$ cat config.mk
export PLATFORM = sky130hd
export DESIGN_NAME = debug_stepper
export DESIGN_NICKNAME = d
export VERILOG_FILES = /design/src/rtl/debug_stepper_pkg.sv /design/src/rtl/debug_stepper_debounce.sv /design/src/rtl/debug_stepper.sv
export SDC_FILE = /design/constraint.sdc
export NUM_CORES = 1
export LEC_CHECK = 0
export CORE_MARGIN = 3
export CORE_UTILIZATION = 40
export DETAILED_ROUTE_END_ITERATION = 6
export PLACE_DENSITY = 0.74
export SYNTH_ARGS = -nofsm -noshare
export SYNTH_HDL_FRONTEND = slang
export SYNTH_SLANG_ARGS = --single-unit
$ cat constraint.sdc
create_clock -name clk -period 2.2 [get_ports clk]
set_input_delay 0.22 -clock clk [delete_from_list [all_inputs] [get_ports clk]]
set_output_delay 0.22 -clock clk [all_outputs]
set_load 0.01 [all_outputs]
$ cat src/rtl/debug_stepper_pkg.sv
// Shared definitions for the debug stepper:
// state encodings, debounce defaults, output decode.
package debug_stepper_pkg;

  typedef enum logic [1:0] {
    DBG_RUN  = 2'd0,
    DBG_HALT = 2'd1,
    DBG_STEP = 2'd2,
    DBG_GAP  = 2'd3
  } dbg_state_e;

  localparam int unsigned DBG_DEBOUNCE_SIM   = 16;
  localparam int unsigned DBG_DEBOUNCE_BOARD = 100000;

  typedef struct packed {
    logic debug_en;
    logic debug_step;
    logic halted;
  } dbg_out_t;

  function automatic dbg_out_t dbg_decode(
    input dbg_state_e s
  );
    dbg_out_t o;
    o.debug_en   = (s != DBG_RUN);
    o.debug_step = (s == DBG_STEP);
    o.halted     = (s == DBG_HALT);
    return o;
  endfunction

endpackage

$ cat src/rtl/debug_stepper_debounce.sv
// Button conditioner: 2-FF sync, stability
// counter, registered one-cycle rise pulse.
module debug_stepper_debounce #(
  parameter int unsigned CYCLES = 16
) (
  input  logic clk,
  input  logic rst,
  input  logic din,
  output logic rise
);

  localparam int unsigned CW = $clog2(CYCLES + 1);
  localparam logic [CW-1:0] LAST = CW'(CYCLES - 1);

  logic          s1_q, s2_q;
  logic          lvl_q, lvl_d;
  logic [CW-1:0] cnt_q, cnt_d;
  logic          rise_q, rise_d;

  // Synchronizer chain for the raw pin.
  always_ff @(posedge clk) begin
    if (rst) begin
      s1_q <= 1'b0;
      s2_q <= 1'b0;
    end else begin
      s1_q <= din;
      s2_q <= s1_q;
    end
  end

  // Accept a new level only after it has held
  // for CYCLES consecutive cycles.
  always_comb begin
    lvl_d  = lvl_q;
    cnt_d  = '0;
    rise_d = 1'b0;
    if (s2_q != lvl_q) begin
      if (cnt_q == LAST) begin
        lvl_d  = s2_q;
        rise_d = s2_q;
      end else begin
        cnt_d = cnt_q + CW'(1);
      end
    end
  end

  // Filter state and registered edge output.
  always_ff @(posedge clk) begin
    if (rst) begin
      lvl_q  <= 1'b0;
      cnt_q  <= '0;
      rise_q <= 1'b0;
    end else begin
      lvl_q  <= lvl_d;
      cnt_q  <= cnt_d;
      rise_q <= rise_d;
    end
  end

  assign rise = rise_q;

endmodule

$ cat src/rtl/debug_stepper.sv
// Debug halt/step driver for the pipeline
// controller: halt level plus clean step pulses.
module debug_stepper
  import debug_stepper_pkg::*;
#(
  parameter int unsigned DEBOUNCE_CYCLES = DBG_DEBOUNCE_SIM,
  parameter int unsigned CNT_W           = 16
) (
  input  logic             clk,
  input  logic             rst,
  input  logic             sw_debug,
  input  logic             btn_step,
  input  logic [CNT_W-1:0] run_count,
  input  logic             run_load,
  input  logic             bp_en,
  input  logic [31:0]      bp_addr,
  input  logic [31:0]      pc_if,
  input  logic             if_valid,
  output logic             debug_en,
  output logic             debug_step,
  output logic             halted,
  output logic             bp_hit,
  output logic [CNT_W-1:0] steps_left,
  output logic [31:0]      step_count
);

  logic sw_s1_q, sw_s_q, sw_d_q;
  logic sw_rise;
  logic step_req;
  logic hold;
  logic bp_match;

  dbg_state_e       state_q, state_d;
  logic [CNT_W-1:0] steps_q, steps_d;
  logic [31:0]      cnt_q, cnt_d;
  logic             bp_q, bp_d;
  logic             arm_q;
  dbg_out_t         out_q, out_d;

  debug_stepper_debounce #(
    .CYCLES (DEBOUNCE_CYCLES)
  ) u_btn (
    .clk  (clk),
    .rst  (rst),
    .din  (btn_step),
    .rise (step_req)
  );

  // Switch synchronizer plus one delay stage
  // for rising-edge detection.
  always_ff @(posedge clk) begin
    if (rst) begin
      sw_s1_q <= 1'b0;
      sw_s_q  <= 1'b0;
      sw_d_q  <= 1'b0;
    end else begin
      sw_s1_q <= sw_debug;
      sw_s_q  <= sw_s1_q;
      sw_d_q  <= sw_s_q;
    end
  end

  assign sw_rise  = sw_s_q & ~sw_d_q;
  assign hold     = sw_s_q | bp_q;
  assign bp_match = bp_en & if_valid
                  & (pc_if == bp_addr);

  // Next state, burst counters and sticky
  // breakpoint flag.
  always_comb begin
    state_d = state_q;
    steps_d = steps_q;
    cnt_d   = cnt_q;
    bp_d    = bp_q;
    if (sw_rise) begin
      bp_d = 1'b0;
    end
    unique case (state_q)
      DBG_RUN: begin
        if (hold) begin
          state_d = DBG_HALT;
        end else if (bp_match && arm_q) begin
          bp_d    = 1'b1;
          state_d = DBG_HALT;
        end
      end
      DBG_HALT: begin
        if (!hold) begin
          state_d = DBG_RUN;
        end else if (run_load && run_count != '0) begin
          steps_d = run_count;
          state_d = DBG_STEP;
        end else if (step_req) begin
          steps_d = CNT_W'(1);
          state_d = DBG_STEP;
        end
      end
      DBG_STEP: begin
        cnt_d   = cnt_q + 32'd1;
        steps_d = steps_q - CNT_W'(1);
        state_d = DBG_GAP;
      end
      DBG_GAP: begin
        if (steps_q != '0) begin
          state_d = DBG_STEP;
        end else if (!hold) begin
          state_d = DBG_RUN;
        end else begin
          state_d = DBG_HALT;
        end
      end
      default: state_d = DBG_RUN;
    endcase
  end

  assign out_d = dbg_decode(state_d);

  // State and output registers; arm lags RUN
  // by one cycle so a stalled IF PC cannot
  // re-trigger right after resuming.
  always_ff @(posedge clk) begin
    if (rst) begin
      state_q <= DBG_RUN;
      steps_q <= '0;
      cnt_q   <= '0;
      bp_q    <= 1'b0;
      arm_q   <= 1'b0;
      out_q   <= '0;
    end else begin
      state_q <= state_d;
      steps_q <= steps_d;
      cnt_q   <= cnt_d;
      bp_q    <= bp_d;
      arm_q   <= (state_q == DBG_RUN);
      out_q   <= out_d;
    end
  end

  assign debug_en   = out_q.debug_en;
  assign debug_step = out_q.debug_step;
  assign halted     = out_q.halted;
  assign bp_hit     = bp_q;
  assign steps_left = steps_q;
  assign step_count = cnt_q;

endmodule

Word level (Yosys, flattened, before mapping). Index checks and enable logic that the tools add are counted.

Add/subtract/negate cells: 3. Mux-type cells: 16. Bitwise logic cells: 7. Eq/ne operators: 10. Reduce and logical (&&, ||, !) cells: 11.

Operators by type and width (count): $mux 16 (3); $add 32x1->32 const B (1); $eq 32x32->1 (1); $pmux 16 s2 (1); $reduce_bool 16->1 (2); $sub 16x1->16 const B (1); $mux 2 (6); $pmux 2 s4 (1); $eq 2x2->1 const B (3); $reduce_or 3->1 (2); $add 5x1->5 const B (1); $eq 5x4->1 const B (1); $mux 1 (5); $eq 2x1->1 const B (2); $reduce_bool 2->1 (2); $and 1x1->1 (3); $ne 3x2->1 const B (1); $not 1->1 (3); $reduce_and 3->1 (1); $logic_and 1x1->1 (2); $logic_not 2->1 (1); $ne 2x2->1 const B (1); $reduce_and 2->1 (1); $ne 1x1->1 (1); $or 1x1->1 (1).

Logic and storage cells: 63. Input port bits: 87. Bits in registers: 67. Output and inout port bits: 52.

Logic depth before layout (Yosys ltp).
Depth after elaboration: 7. Depth in mapped cells: 9. Mapped depth without buffers: 8.

By module. A second synthesis with hierarchy kept.

Cell total of the unflattened synthesis: 383. Area, all modules: 3357.0 µm².

By module, submodules not included: debug_stepper (seq. area each 1161.1 µm², instances 1, cells each 354, area an instance 3037.9 µm²); debug_stepper_debounce (seq. area each 180.2 µm², instances 1, cells each 29, area an instance 319.1 µm²).

Worst setup path before layout. Ideal clock, no wire load.

Path type: register to register. From: register state_q[0]. To: register cnt_q[31] (netlist: step_count[31]). Path slack: 0.212 ns. Data required time: 2.130 ns. Arrival: 1.918 ns. Cell stages (with the launch flop): 10. Buffers on the path: 1. Library setup time: 0.070 ns. Clock period less this slack: 1.988 ns. Path through: dfxtp_1 inv_1 ha_1 buf_4 nand4_1 nor4_4 and2_4 nand3_4 or3_1 a21oi_1.

Cells in the longest elaborated chain, start to end: 1.

Ends and longest elaborated chain: start, declared (line debug_stepper.sv:33) `dbg_state_e state_q, state_d;`; start signal, assigned (line debug_stepper.sv:130) `state_q <= state_d;`; $eq 2x2->1 (line debug_stepper.sv:78) `unique case (state_q)`; end signal, assigned (line debug_stepper.sv:132) `cnt_q <= cnt_d;`; end, declared (line debug_stepper.sv:35) `logic [31:0] cnt_q, cnt_d;`.

Every way passes these cells. A chain may end at the register's enable or synchronous reset.

Final worst setup path.
From: register state_q[1]. To: register cnt_q[31] (netlist: step_count[31]).

The elaborated chain is that of the path after synthesis.

==> results.sh <==
export IMPL_status="finished, final reports clean"
export IMPL_cts_sinks=67
export IMPL_clkSlewWorstSetupHoldPaths_ns=0.07
export IMPL_place_congestion=0.829
export IMPL_timing_rr_end="step_count[31]"
export IMPL_postSynthCellCount=425
export IMPL_hold_violations=0
export IMPL_grt_ovfl_total=0
export IMPL_ys_ff_latch=67
export IMPL_postCtsHoldBufs=0
export IMPL_drv_cap=0
export IMPL_slowest_stage="dfxtp_1"
export IMPL_drt_drc_violations_left=0
export IMPL_final_nets=673
export IMPL_drtIter0Drc=110
export IMPL_async_flop_share=0
export IMPL_io_buffers=138
export IMPL_drive_gt1_frac=0.0826
export IMPL_p_leak_nw=1.94
export IMPL_drtPass1Iterations=6
export IMPL_fin_util=0.614
export IMPL_min_to="sw_d_q"
export IMPL_clock_root_buffer="clkbuf_8"
export IMPL_finalMaxSlewViolations=0
export IMPL_min_path_cells=2
export IMPL_post_cts_resized=0
export IMPL_synth_cell_type_count=58
export IMPL_rows=34
export IMPL_power_density_nw_per_um2=553
export IMPL_place_hpwl_um=7940
export IMPL_critPathBufInv=0
export IMPL_area_growth_syn_to_layout_pct=48.7
export IMPL_antenna_found_initial=0
export IMPL_ios=139
export IMPL_clk_latency_ns=0.34
export IMPL_grt_pass1_vias=3490
export IMPL_via_count=3592
export IMPL_cp_data_required_time_ns=2.47
export IMPL_avgRoutedWirePerCell_um=14.7
export IMPL_wirelength_um=10100
export IMPL_grt_max_degree=25
export IMPL_setup_violations=0
export IMPL_cts_setup_buffers=0
export IMPL_timing_critical_path_from="state_q[1]"
export IMPL_htreeDepth=3
export IMPL_synth_edff_count=0
export IMPL_vias_per_cell=5.21
export IMPL_dieHeight_um=101
export IMPL_ys_warn_count=0
export IMPL_cts_inserted_buffers=9
export IMPL_seq_area_frac_synth=0.371
export IMPL_critical_path_max_stage_delay_ns=0.42
export IMPL_syn_area_sq_um=3620
export IMPL_stdcell_area_sq_um=5380
export IMPL_path_cells="ha_2, nand4_1, nor4_4, and2_4, nand3_4, or3_1, a21oi_1"
export IMPL_crit_family="simple AND/OR/NAND/NOR gates"
export IMPL_post_route_min_period_ns=2.05
export IMPL_hp_start="rst"
export IMPL_antenna_cells=0
export IMPL_dpl_instance_area_sq_um=5200
export IMPL_cts_tree="built"
export IMPL_core_area_sq_um=8760
export IMPL_skew_ns=0.0106
export IMPL_ir_worst_vdd_mv=0.399
export IMPL_critPathMaxFanout=9
export IMPL_fp_dieArea_sq_um=10200
export IMPL_reg2regPathDepth=7
export IMPL_crit_type="flip-flop to flip-flop"
export IMPL_worstPathArrival_ns=2.32
export IMPL_rsz0062_at_grt="true"
export IMPL_grt_usage=0.204
export IMPL_cp_start_kind="flip-flop"
export IMPL_regToRegSetupSlack_ns=0.15
export IMPL_grt_pass1_wl_um=16800
export IMPL_end_kind="flip-flop"
export IMPL_clk_path_buf_depth=2
export IMPL_synth_ff_type="dfxtp_1"
export IMPL_postSynthAreaPerCell_sq_um=8.51
export IMPL_fp_dieW_um=101
export IMPL_fin_crit_sh=0.930
export IMPL_syn_nets=521
export IMPL_tightestPinTransition_ns=0.471
export IMPL_drtAntennaViolNets=0
export IMPL_timing_fmax_mhz=489
export IMPL_start_util=0.413
export IMPL_timing_rr_start="state_q[1]"
export IMPL_maxSlewHeadroom=0.685
export IMPL_hp_class="input pin to flip-flop"
[cells in the mapped netlist, drive strengths merged, types with 9 or more instances]
library cell | instances | area share
nor4 | 12 | 0.031
inv | 16 | 0.017
xor2 | 23 | 0.056
ha | 9 | 0.031
clkbuf | 11 | 0.011
nand3 | 16 | 0.026
nand4 | 20 | 0.039
a21oi | 24 | 0.034
xnor2 | 38 | 0.092
dfxtp | 67 | 0.37
nand2 | 29 | 0.030
o21ai | 22 | 0.030
and3 | 9 | 0.016
nor2 | 51 | 0.055
[cells in the final DEF (no fill, tap or decap), types with 3 or more instances in the layout]
cell | netlist | final
clkdlybuf4s50_1 | 0 | 137
dfxtp_1 | 67 | 67
nor2_1 | 50 | 50
xnor2_1 | 38 | 38
nand2_1 | 29 | 29
a21oi_1 | 23 | 23
xor2_1 | 23 | 23
nand4_1 | 19 | 19
buf_4 | 1 | 18
inv_1 | 16 | 16
nand3_1 | 15 | 15
o21ai_1 | 12 | 12
o21ai_0 | 10 | 10
and3_1 | 9 | 9
nor4_1 | 9 | 9
clkbuf_8 | 0 | 9
nor2b_1 | 8 | 8
or3_1 | 8 | 8
ha_1 | 9 | 8
nor3_1 | 7 | 7
a41oi_1 | 3 | 3
a31oi_1 | 3 | 3
a221oi_1 | 3 | 3
a211oi_1 | 3 | 3
a22oi_1 | 3 | 3
clkbuf_1 | 11 | 3
[worst register-to-register path, stage by stage, from the launching register on]
cell and delay, ns:
dfxtp_1 0.42, ha_2 0.27, nand4_1 0.19, nor4_4 0.23, and2_4 0.23, nand3_4 0.13
or3_1 0.37, a21oi_1 0.13
[report_power, final]
group          switching (mW)  total (mW)  internal, mW
registers              0.0370        1.29          1.25
logic                   0.339       0.742         0.403
clock network           0.431       0.946         0.515
[per-stage QoR]
step | std cells | setup WS (ns) | setup TNS (ns) | power [mW] | hold slack [ns]
2_1_floorplan | 425 | 0.212 | 0 | 1.70 | 0.348
3_3_place_gp | 674 | 0.0100 | 0 | 2.04 | 0.422
3_5_place_dp | 674 | -0.0624 | -0.286 | 2.05 | 0.426
4_1_cts | 689 | 0.0978 | 0 | 3.01 | 0.226
5_1_grt | 689 | -0.00393 | -0.00393 | 3.14 | 0.246
6_report | 689 | 0.155 | 0 | 2.98 | 0.244
[registers in the layout, summed over array words and instances, names as in the netlist]
signal,flops
step_count,32
steps_left,16
u_btn.cnt_q,5
state_q,2
arm_q,1
bp_hit,1
debug_en,1
debug_step,1
halted,1
sw_d_q,1
sw_s1_q,1
sw_s_q,1
u_btn.lvl_q,1
u_btn.rise,1
u_btn.s1_q,1
u_btn.s2_q,1
[layer usage]
layer  part of all wire  GRT usage
met1               0.42      0.246
met2               0.50      0.351
met3              0.055     0.0547
met4              0.021     0.0675
met5                  0          0
[how the worst max path moves through the flow]
stage / to / slack (ns) / cells after the start
after floorplan: step_count[31] / 0.21 / 9
after global placement: steps_left[5] / 0.01 / 8
after detailed placement: steps_left[5] / -0.06 / 8
after CTS: step_count[31] / 0.1 / 7
after global routing: step_count[31] / -0.004 / 7
final: step_count[31] / 0.15 / 7
[final cells by class]
type	count	area, sq um
fill	781	3380
timing repair buffer	156	1510
multi-input combinational	325	2150
clock inverter	3	40.0
tap	108	135
clock buffer	12	135
inverter	18	67.6
sequential	67	1340
[kinds of logic (layout without fill, tap and decap cells)]
family | count (synthesis) | in the layout | share of synthesized area
AO/OA/AOI/OAI | 78 | 78 | 0.139
XOR/XNOR | 61 | 61 | 0.148
adder cells (fa/ha/maj) | 9 | 9 | 0.0311
buffers and inverters | 33 | 189 | 0.0360
flip-flops | 67 | 67 | 0.371
multiplexers | 2 | 2 | 0.00553
AND/OR/NAND/NOR | 175 | 175 | 0.270
Note: power is estimated with default switching activity, not from simulation.
